File: src/rtl/aes_ctrl_pkg.sv
// Shared constants for the AES control slice: S-box share FSM encoding,
// requester ids, engine direction values and the datapath width.
package aes_ctrl_pkg;

   localparam int AES_DATA_W = 128;

   localparam logic [1:0] ST_IDLE  = 2'd0;
   localparam logic [1:0] ST_ISSUE = 2'd1;
   localparam logic [1:0] ST_WAIT  = 2'd2;
   localparam logic [1:0] ST_DONE  = 2'd3;

   localparam logic REQ_RND = 1'b0;
   localparam logic REQ_KEY = 1'b1;

   localparam logic EN_FWD = 1'b1;
   localparam logic EN_INV = 1'b0;

endpackage

File: src/rtl/sbox_rr_arb.sv
// Two-way round-robin arbiter for the shared S-box: on a tie the requester
// that did not win last time is granted; the history only moves on a grant.
module sbox_rr_arb
   import aes_ctrl_pkg::*;
(
   input  logic clk,
   input  logic rst_n,
   input  logic i_req0,
   input  logic i_req1,
   input  logic i_grant_en,
   output logic o_grant_valid,
   output logic o_grant_id
);

   logic r_last_grant;
   logic w_grant_id;

   always_comb begin
      w_grant_id = REQ_RND;
      if (i_req0 && i_req1) begin
         w_grant_id = ~r_last_grant;
      end else if (i_req1) begin
         w_grant_id = REQ_KEY;
      end
   end

   assign o_grant_valid = i_grant_en && (i_req0 || i_req1);
   assign o_grant_id    = w_grant_id;

   // Reset history to the key requester so the round datapath wins the first tie.
   always_ff @(posedge clk or negedge rst_n) begin
      if (!rst_n) begin
         r_last_grant <= REQ_KEY;
      end else if (o_grant_valid) begin
         r_last_grant <= w_grant_id;
      end
   end

endmodule

File: src/rtl/sbox_share_ctrl.sv
// Shares one SubBytes engine between the round datapath and key expansion.
// Optional watchdog on the engine wait is enabled by defining SBOX_TIMEOUT_EN.
module sbox_share_ctrl
   import aes_ctrl_pkg::*;
#(
   parameter int DATA_W  = AES_DATA_W,
   parameter int TIMEOUT = 64
)
(
   input  logic              clk,
   input  logic              rst_n,
   input  logic              r0_req,
   input  logic [DATA_W-1:0] r0_data,
   input  logic              r0_en_de,
   output logic              r0_done,
   output logic [DATA_W-1:0] r0_result,
   input  logic              r1_req,
   input  logic [DATA_W-1:0] r1_data,
   output logic              r1_done,
   output logic [DATA_W-1:0] r1_result,
   output logic [DATA_W-1:0] sb_data_in,
   output logic              sb_start_in,
   output logic              sb_en_de,
   input  logic [DATA_W-1:0] sb_data_out,
   input  logic              sb_ready_out,
   output logic              busy,
   output logic              err
);

   logic [1:0]        r_state;
   logic              r_gnt_id;
   logic [DATA_W-1:0] r_sb_data_in;
   logic              r_sb_en_de;
   logic [DATA_W-1:0] r_r0_result;
   logic [DATA_W-1:0] r_r1_result;
   logic              w_grant_valid;
   logic              w_grant_id;
   logic              w_timeout;

   sbox_rr_arb u_arb (
      .clk           (clk),
      .rst_n         (rst_n),
      .i_req0        (r0_req),
      .i_req1        (r1_req),
      .i_grant_en    (r_state == ST_IDLE),
      .o_grant_valid (w_grant_valid),
      .o_grant_id    (w_grant_id)
   );

   // Key expansion only ever needs the forward S-box, so its direction is fixed.
   always_ff @(posedge clk or negedge rst_n) begin
      if (!rst_n) begin
         r_state      <= ST_IDLE;
         r_gnt_id     <= REQ_RND;
         r_sb_data_in <= '0;
         r_sb_en_de   <= EN_INV;
         r_r0_result  <= '0;
         r_r1_result  <= '0;
      end else begin
         case (r_state)
            ST_IDLE: begin
               if (w_grant_valid) begin
                  r_gnt_id     <= w_grant_id;
                  r_sb_data_in <= (w_grant_id == REQ_RND) ? r0_data : r1_data;
                  r_sb_en_de   <= (w_grant_id == REQ_RND) ? r0_en_de : EN_FWD;
                  r_state      <= ST_ISSUE;
               end
            end
            ST_ISSUE: begin
               r_state <= ST_WAIT;
            end
            ST_WAIT: begin
               if (sb_ready_out || w_timeout) begin
                  if (r_gnt_id == REQ_RND) begin
                     r_r0_result <= sb_ready_out ? sb_data_out : '0;
                  end else begin
                     r_r1_result <= sb_ready_out ? sb_data_out : '0;
                  end
                  r_state <= ST_DONE;
               end
            end
            default: begin
               r_state <= ST_IDLE;
            end
         endcase
      end
   end

`ifdef SBOX_TIMEOUT_EN
   localparam int CNT_W = ($clog2(TIMEOUT + 1) > 8) ? $clog2(TIMEOUT + 1) : 8;

   logic [CNT_W-1:0] r_wait_cnt;
   logic             r_abort;

   // Abort lands in DONE the cycle after the limit, so err lines up with done.
   always_ff @(posedge clk or negedge rst_n) begin
      if (!rst_n) begin
         r_wait_cnt <= '0;
         r_abort    <= 1'b0;
      end else begin
         r_abort <= w_timeout;
         if ((r_state == ST_WAIT) && !sb_ready_out && !w_timeout) begin
            r_wait_cnt <= r_wait_cnt + 1'b1;
         end else begin
            r_wait_cnt <= '0;
         end
      end
   end

   assign w_timeout = (r_state == ST_WAIT) && !sb_ready_out &&
                      (r_wait_cnt == CNT_W'(TIMEOUT - 1));
   assign err       = r_abort;
`else
   logic [7:0] w_unused_timeout;
   assign w_unused_timeout = 8'(TIMEOUT);
   assign w_timeout        = 1'b0;
   assign err              = 1'b0;
`endif

   assign sb_data_in  = r_sb_data_in;
   assign sb_en_de    = r_sb_en_de;
   assign sb_start_in = (r_state == ST_ISSUE);
   assign busy        = (r_state != ST_IDLE);
   assign r0_done     = (r_state == ST_DONE) && (r_gnt_id == REQ_RND);
   assign r1_done     = (r_state == ST_DONE) && (r_gnt_id == REQ_KEY);
   assign r0_result   = r_r0_result;
   assign r1_result   = r_r1_result;

endmodule
File: config.mk
export PLATFORM = sky130hd
export DESIGN_NAME = sbox_share_ctrl
export DESIGN_NICKNAME = d
export VERILOG_FILES = /design/src/rtl/aes_ctrl_pkg.sv /design/src/rtl/sbox_rr_arb.sv /design/src/rtl/sbox_share_ctrl.sv
export SDC_FILE = /design/constraint.sdc
export NUM_CORES = 1
export LEC_CHECK = 0
export BUFFER_PORTS_ARGS = -buffer_cell sky130_fd_sc_hd__buf_2
export CAP_MARGIN = 25
export CELL_PAD_IN_SITES_DETAIL_PLACEMENT = 0
export CELL_PAD_IN_SITES_GLOBAL_PLACEMENT = 1
export CORE_AREA = 10 10 295 297
export DETAILED_ROUTE_END_ITERATION = 6
export DIE_AREA = 0 0 305 307
export PLACE_DENSITY = 0.56
export RECOVER_POWER = 50
export SETUP_SLACK_MARGIN = 0.5
export SYNTH_ARGS = -nofsm -noshare
export SYNTH_HDL_FRONTEND = slang
export SYNTH_SLANG_ARGS = --single-unit
export TNS_END_PERCENT = 10
File: constraint.sdc
create_clock -name clk -period 1.8 [get_ports clk]
set_clock_uncertainty 0.1 [all_clocks]
set_input_delay 0.27 -clock clk [delete_from_list [all_inputs] [get_ports clk]]
set_output_delay 0.27 -clock clk [all_outputs]
set_load 0.05 [all_outputs]
# --- Yosys cells after proc, flatten, opt, wreduce, memory -nomap -nowiden ---
# Index checks and enable logic that the tools add are counted.
op_classes:
  reduce_logical: 11
  bitwise: 2
  n_eq_ne: 5
  mux: 7
ops:
  columns: ["cell", "n"]
  rows:
  - ["2-to-1 mux 128 bit", 1]
  - ["case mux 2 bit (3 select lines)", 1]
  - ["AND reduction 3 bit", 2]
  - ["equality test 2 bit (second input constant)", 2]
  - ["logical AND 1 bit", 4]
  - ["2-to-1 mux 2 bit", 2]
  - ["inequality test 2 bit (second input constant)", 2]
  - ["AND reduction 2 bit", 2]
  - ["2-to-1 mux 1 bit", 3]
  - ["equality test 2 x 1 -> 1 bit (second input constant)", 1]
  - ["zero test 2 bit", 1]
  - ["inverter 1 bit", 2]
  - ["nonzero test 2 bit", 1]
  - ["logical OR 1 bit", 1]
word_totals:
  word_cells: 32
  ff_bits: 389
  output_inout_bits: 390
  in_bits: 390

# --- Depth between registers and ports, before layout ---
# Gate-level depths: netlist of run 1.
logic_depth:
  depth_word: 4
  mapped_depth: 7
  depth_no_buf: 5

# --- Modules after synthesis ---
# From an unflattened synthesis of run 1, not the netlist that was laid out.
unflattened:
  cells_unflattened: 1134
  hier_area_um2: 16064.2
by_module_without_submodules:
  columns: ["mod", "n_inst", "area_per_inst_um2", "cells_each", "seq_area_each_um2"]
  rows:
  - ["sbox_share_ctrl", 1, 16011.6, 1129, 9709.3]
  - ["sbox_rr_arb", 1, 52.6, 5, 26.3]

# --- Least setup slack after synthesis of run 1 ---
# OpenSTA, ideal clock, no wires.
synth_timing:
  path_type: "register to register"
  startpoint: "register r_state[0]"
  endpoint: "register r_state[1]"
  synth_period_minus_slack_ns: 1.794
  setup_time_ns: 0.128
  path_stages_with_launch: 6
  slack_ns: 0.006
  arrival_ns: 1.566
  t_required_ns: 1.572
  cell_sequence: "dfrtp_1 > inv_1 > ha_1 > inv_2 > o32a_1 > mux2_1"
synth_via:
  elab_chain_len: 4
  word_cells_on_any_way: 8
  cone_classes: "4 x eq/ne; 1 x mux; 3 x reduce/logical"
synth_rtl:
  columns: ["item", "line", "rtl"]
  rows:
  - ["start, declared", "sbox_share_ctrl.sv:30", "logic [1:0] r_state;"]
  - ["start signal, assigned", "sbox_share_ctrl.sv:53", "r_state <= ST_IDLE;"]
  - ["start signal, assigned", "sbox_share_ctrl.sv:66", "r_state <= ST_ISSUE;"]
  - ["start signal, assigned", "sbox_share_ctrl.sv:70", "r_state <= ST_WAIT;"]
  - ["zero test 2 bit", "sbox_share_ctrl.sv:45, sbox_share_ctrl.sv:60", null]
  - ["logical AND 1 bit", "sbox_rr_arb.sv:27", "assign o_grant_valid = i_grant_en && (i_req0 || i_req1);"]
  - ["inequality test 2 bit (no source line)", null, null]
  - ["AND reduction 2 bit (no source line)", null, null]
# Several ways; a longest one is shown, not always the timed one.
# A chain may end at the register's enable or synchronous reset.

# --- Worst setup path after layout of run 1 ---
layout_timing:
  startpoint: "register r_state[1]"
  endpoint: "register r_r0_result[19], in the netlist r0_result[19]"
layout_via:
  elab_chain_len: 2
layout_rtl:
  columns: ["item", "line", "rtl"]
  rows:
  - ["equality test 2 bit", "sbox_share_ctrl.sv:60", "case (r_state)"]
  - ["AND reduction 3 bit (no source line)", null, null]
  - ["end signal, assigned", "sbox_share_ctrl.sv:75", "r_r0_result <= sb_ready_out ? sb_data_out : '0;"]
  - ["end, declared", "sbox_share_ctrl.sv:34", "logic [DATA_W-1:0] r_r0_result;"]
# No other way between the ends.

==> flow_summary.ini, run 1 <==
[worst_hold_path]
whs_path_depth = 3
hold_path.class = input port to flop
hold_start = sb_ready_out
min_to = r_state[1]

[sta]
period_share = 1.10
setup_ws_ns = -0.185
setup_tns_ns = -17.98
finalHoldViolCount = 0
max_freq_ghz = 0.504
tightest_slew_ns = 1.52
period_needed_ns = 1.98
setup_viol = 158
slew_headroom = -0.0139
rsz0062_at_grt = yes
drv_slew = 38

[finish]
syn2layout_area_growth_pct = 88.4
multi_input_area_mm2 = 0.00573
layout.nets = 2938
layout-drive-gt1-share = 0.504
final.fill_count = 8005
fin_util = 0.360
regArea_mm2 = 0.00974

[clock_tree]
clockBufferDepth = 3
root_buffer = clkbuf_16
numClockSinks = 389
numCtsBuffers = 46
path_clk_slew_ns = 0.06
clk_latency_ns = 0.57
cts_tree = yes
h-tree-depth = 2

[yosys]
synth_area_leaders = dfrtp_1, mux2_2, a21oi_1
synth_top_family_by_area = multiplexers
synth-seq-area-share = 0.627
syn-cell-area_mm2 = 0.0155
synth_compound_area_frac = 0.0872
syn_inst = 1271
synth_fa_ha_area_frac = 0.00403
synthMuxAreaShare = 0.187
yosys.area.top_type = dfrtp_1
synth_simple_gate_area_frac = 0.0642
synth_warnings = 0
synthXorXnorAreaFrac = 0
synth_top_area_share = 0.625
synth_seq_cells = 389
syn_nets = 1666
yosys.cell_types.count = 28
syn_area_per_cell_um2 = 12.2

[route]
drcViolationCount = 0
vias = 15200
post_drt_wl_per_cell_um = 20.3
drt_iter0_markers = 611
wl_um = 73900
ant_nets = 0
dr.pass1.iters = 5
viasPerCell = 4.16

[floorplan]
start_util = 0.191
io_pins = 780
die_area_mm2 = 0.0936
std_cell_rows = 105
die_y_um = 307
core-area_mm2 = 0.0813
die_width_um = 305

[setup_path]
crit_type = flop to flop
regToRegSetupSlack_ns = -0.18
r2r-start = r_state[1]
critPathArrivalTime_ns = 2.35
r2r_cells = 8
cp_max_fo = 12
cp-end-kind = flop
start_kind = flop
cp.required_ns = 2.16
r2r-end = r0_result[19]

[placed_design]
dpl.hpwl_um = 55100
port_buffers = 778
routabilityCongestion = 0.870

[power_and_ir_drop]
p_per_area_mw_per_mm2 = 2170
total_leakage_power_nw = 13.9
ir_drop_uv = 1180

[global_route]
grt_pass1_vias = 17200
grt_pass1_wl_um = 109000
gr-usage-all-layers = 0.150
grt_overflow = 0
antenna_found_initial = 2
grt_max_degree = 50

[status]
outcome = finished with violations
failed_checks = capacitance limit, slew limit, setup timing

[job]
max_cap_violations = 1
metrics by stage:
stage                     setup WS [ns]  cells  hold WS (ns)  instance area [um2]  total power [mW]
final                            -0.185   3650         0.100                29300              63.3
after global placement          -0.0281   3154         0.133                21700              48.2
after CTS                        -0.238   3646        0.0401                28500              62.2
after floorplan                   0.189   1271        -0.126                15700              38.3
after detailed placement        -0.0902   3154         0.137                21700              48.5
after global routing             -0.279   3650        0.0922                29300              66.2
power by group:
group,switching (mW),internal (mW)
clock network,3.85,5.43
registers,3.13,13.3
logic,24.4,13.2
synthesized netlist by cell type (all sizes together):
cell	number
a21bo	1
a21boi	1
a21oi	257
a31oi	1
and2	1
buf	80
clkbuf	5
conb	1
dfrtp	388
dfstp	1
ha	5
inv	4
mux2	257
mux2i	1
nand2	131
nand3	1
nand3b	1
nor2	128
nor2b	1
o21a	1
o21ai	3
o21bai	1
o32a	1
layout by cell type (no fill, tap or decap), types with 27 or more instances in the layout:
master / Yosys / routed
buf_2: 64 / 531
dlygate4sd3_1: 0 / 386
dfrtp_1: 388 / 386
a21oi_1: 257 / 238
mux2_2: 256 / 216
buf_6: 0 / 215
nand2_1: 131 / 130
nor2_1: 128 / 115
buf_4: 15 / 82
clkbuf_16: 0 / 48
mux2_4: 0 / 40
clkbuf_2: 0 / 30
buf_12: 0 / 27
cells by family after synthesis:
logic type | Yosys count
adder cells (fa/ha/maj) | 5
buffers and inverters | 89
flip-flops | 389
AND/OR/NAND/NOR | 263
other | 1
multiplexers | 258
AO/OA/AOI/OAI | 266
state kept, by name, summed over array words and instances (netlist names):
| name | cells |
|---|---|
| sb_data_in | 128 |
| r1_result | 128 |
| r_gnt_id | 1 |
| sb_en_de | 1 |
| u_arb.r_last_grant | 1 |
| r0_result | 128 |
| r_state | 2 |
repair_timing:
item	CTS	global route
resized for setup	335	405
hold endpoints to repair	766	0
pin swaps	5	7
gates cloned	8	2
hold buffers	386	0
buffers inserted	14	1
setup endpoints to repair	777	778
area by class of cell:
cell class	count	share of cell area
tap	1070	0.0458
clock inverter	14	0.00586
clock buffer	70	0.0455
timing repair buffer	1307	0.373
antenna	1	0.0000856
inverter	4	0.000684
sequential	389	0.333
multi-input combinational	795	0.196
worst max-delay path by stage:
| stage | from | end | cells past startpoint |
|---|---|---|---|
| 2_1_floorplan | r_state[1] | r_state[1] | 5 |
| 3_3_place_gp | r1_req | sb_data_in[121] | 5 |
| 3_5_place_dp | r1_req | sb_data_in[124] | 5 |
| 4_1_cts | r_state[1] | r0_done | 4 |
| 5_1_grt | r_state[1] | r0_done | 4 |
| 6_report | r_state[1] | r0_result[19] | 8 |
worst max-delay path, stage by stage (launching register included):
cell and delay, ns:
dfrtp_1 0.41, buf_4 0.16, ha_4 0.16, nand3b_1 0.13
buf_12 0.15, buf_12 0.11, buf_16 0.15, buf_12 0.15
mux2_2 0.34
per-layer routing:
metal  share of wire  track usage  vias up
li1                -            -     6934
met1            0.38        0.165     7527
met2            0.52        0.272      590
met3           0.062       0.0380      148
met4           0.041       0.0584        2
met5         0.00015            0        -
No activity file was read; power rests on OpenSTA's default activity.
==> run 2, diff against run 1 <==
--- a/config.mk
+++ b/config.mk
@@ -13,7 +13,6 @@
 export DETAILED_ROUTE_END_ITERATION = 6
 export DIE_AREA = 0 0 305 307
 export PLACE_DENSITY = 0.56
-export RECOVER_POWER = 50
 export SETUP_SLACK_MARGIN = 0.5
 export SYNTH_ARGS = -nofsm -noshare
 export SYNTH_HDL_FRONTEND = slang
==> flow_summary.ini, run 2 (synthesis gave the netlist of run 1 again) <==
[worst_hold_path]
min_to = r_state[1]
whs_path_depth = 3
hold_path.class = input port to flop
hold_start = sb_ready_out

[setup_path]
setup.worst_path.start = r_state[1]
r2r-start = r_state[1]
crit_type = flop to flop
critPathArrivalTime_ns = 2.35
cpMostUsedCell = buf_12
crit_chain = buf_4, ha_4, nand3b_1, buf_12, buf_12, buf_16, buf_12, mux2_2
r2r_cells = 8
start_kind = flop
crit_slowest_cell = dfrtp_1
cp-end-kind = flop
cp_max_fo = 12
cp_slowest_stage_delay_ns = 0.41
regToRegSetupSlack_ns = -0.18
r2r-end = r0_result[19]
cp.required_ns = 2.16

[floorplan]
core-area_mm2 = 0.0813
std_cell_rows = 105
io_pins = 780
die_width_um = 305
start_util = 0.191
die_y_um = 307
die_area_mm2 = 0.0936

[route]
drt_iter0_markers = 644
dr.pass1.iters = 5
viasPerCell = 4.17
drcViolationCount = 0
post_drt_wl_per_cell_um = 20.2
vias = 15200
ant_nets = 0
wl_um = 73900

[global_route]
grt_max_degree = 50
grt_pass1_vias = 17200
gr-usage-all-layers = 0.150
grt_pass1_wl_um = 109000
antenna_found_initial = 2
grt_overflow = 0

[sta]
finalHoldViolCount = 0
setup_viol = 158
drv_slew = 0
period_needed_ns = 1.98
period_share = 1.10
rsz0062_at_grt = yes
tightest_slew_ns = 0.643
max_freq_ghz = 0.504
slew_headroom = 0.570
hold_ws_ns = 0.0998
setup_ws_ns = -0.185

[clock_tree]
cts_tree = yes
h-tree-depth = 2
numCtsBuffers = 46
numClockSinks = 389
clockBufferDepth = 3
clk_latency_ns = 0.57
root_buffer = clkbuf_16
path_clk_slew_ns = 0.06

[finish]
stdcell_area_mm2 = 0.0294
layout.nets = 2938
layout-drive-gt1-share = 0.504
syn2layout_area_growth_pct = 89.6
final_common_cell = buf_2
layout_common_cells = buf_2, dlygate4sd3_1, dfrtp_1
final.fill_count = 7965

[placed_design]
port_buffers = 778
dpl.hpwl_um = 55100
routabilityCongestion = 0.870
dpl_cell_area_mm2 = 0.0217

[power_and_ir_drop]
p_per_area_mw_per_mm2 = 2170
ir_drop_uv = 1180
total_leakage_power_nw = 13.9

[status]
outcome = finished with violations
failed_checks = setup timing

[job]
max_cap_violations = 0
[run 2: cell count changes in the layout (fill, tap and decap cells not counted), sizes merged]
cell    delta
buf       +31
clkbuf    -31
[run 2: where the power goes]
part           internal (mW)  switching [mW]
clock                   5.43            3.84
combinational           13.7            24.4
sequential              13.3            3.20
[run 2: final cells by class]
class / instances / area, um2 / share of cell area
Tap cell: 1070 / 1340 / 0.0455
Clock inverter: 14 / 171 / 0.00582
Timing Repair Buffer: 1307 / 11100 / 0.377
Clock buffer: 70 / 1330 / 0.0452
Antenna cell: 1 / 2.50 / 0.0000850
Sequential cell: 389 / 9740 / 0.331
Multi-Input combinational cell: 795 / 5730 / 0.195
Inverter: 4 / 20.0 / 0.000680
[run 2: routing by layer]
metal	share of wire	track usage	wire length, um	up-vias
li1	-	-	-	6933
met1	0.38	0.165	28100	7540
met2	0.52	0.272	38200	601
met3	0.063	0.0380	4670	147
met4	0.040	0.0584	2960	2
met5	0.00015	0	11	-
[run 2: how the worst max path moves through the flow]
stage | endpoint | slack (ns)
after CTS | r0_done | -0.24
after floorplan | r_state[1] | 0.19
final | r0_result[19] | -0.18
after global placement | sb_data_in[121] | -0.03
after global routing | r0_done | -0.28
after detailed placement | sb_data_in[124] | -0.09
[run 2: worst max-delay path, delay by kind of cell, from the launching register on]
kind	cells	cell delay (ns)
muxes	1	0.34
and+or+nand+nor	1	0.13
adders and majority gates	1	0.16
DFF	1	0.41
buffers and inverters	5	0.72
[run 2: per-stage QoR]
stage          setup slack, ns  cells  setup TNS, ns  power, mW   util
4_1_cts                 -0.238   3646         -26.13       62.2  0.350
5_1_grt                 -0.279   3650         -41.39       66.7  0.362
2_1_floorplan            0.189   1271              0       38.3      -
6_report                -0.185   3650         -18.11       63.8  0.362
3_5_place_dp           -0.0902   3154          -1.58       48.5  0.267
3_3_place_gp           -0.0281   3154         -0.121       48.2  0.267
[run 2: what timing repair did]
item	4_1_cts	5_1_grt
endpoints found under the hold margin	766	0
resized for setup	335	405
cloned	8	2
buffers inserted	14	1
hold buffers	386	0
pin swaps	5	7
endpoints found under the setup margin	777	778
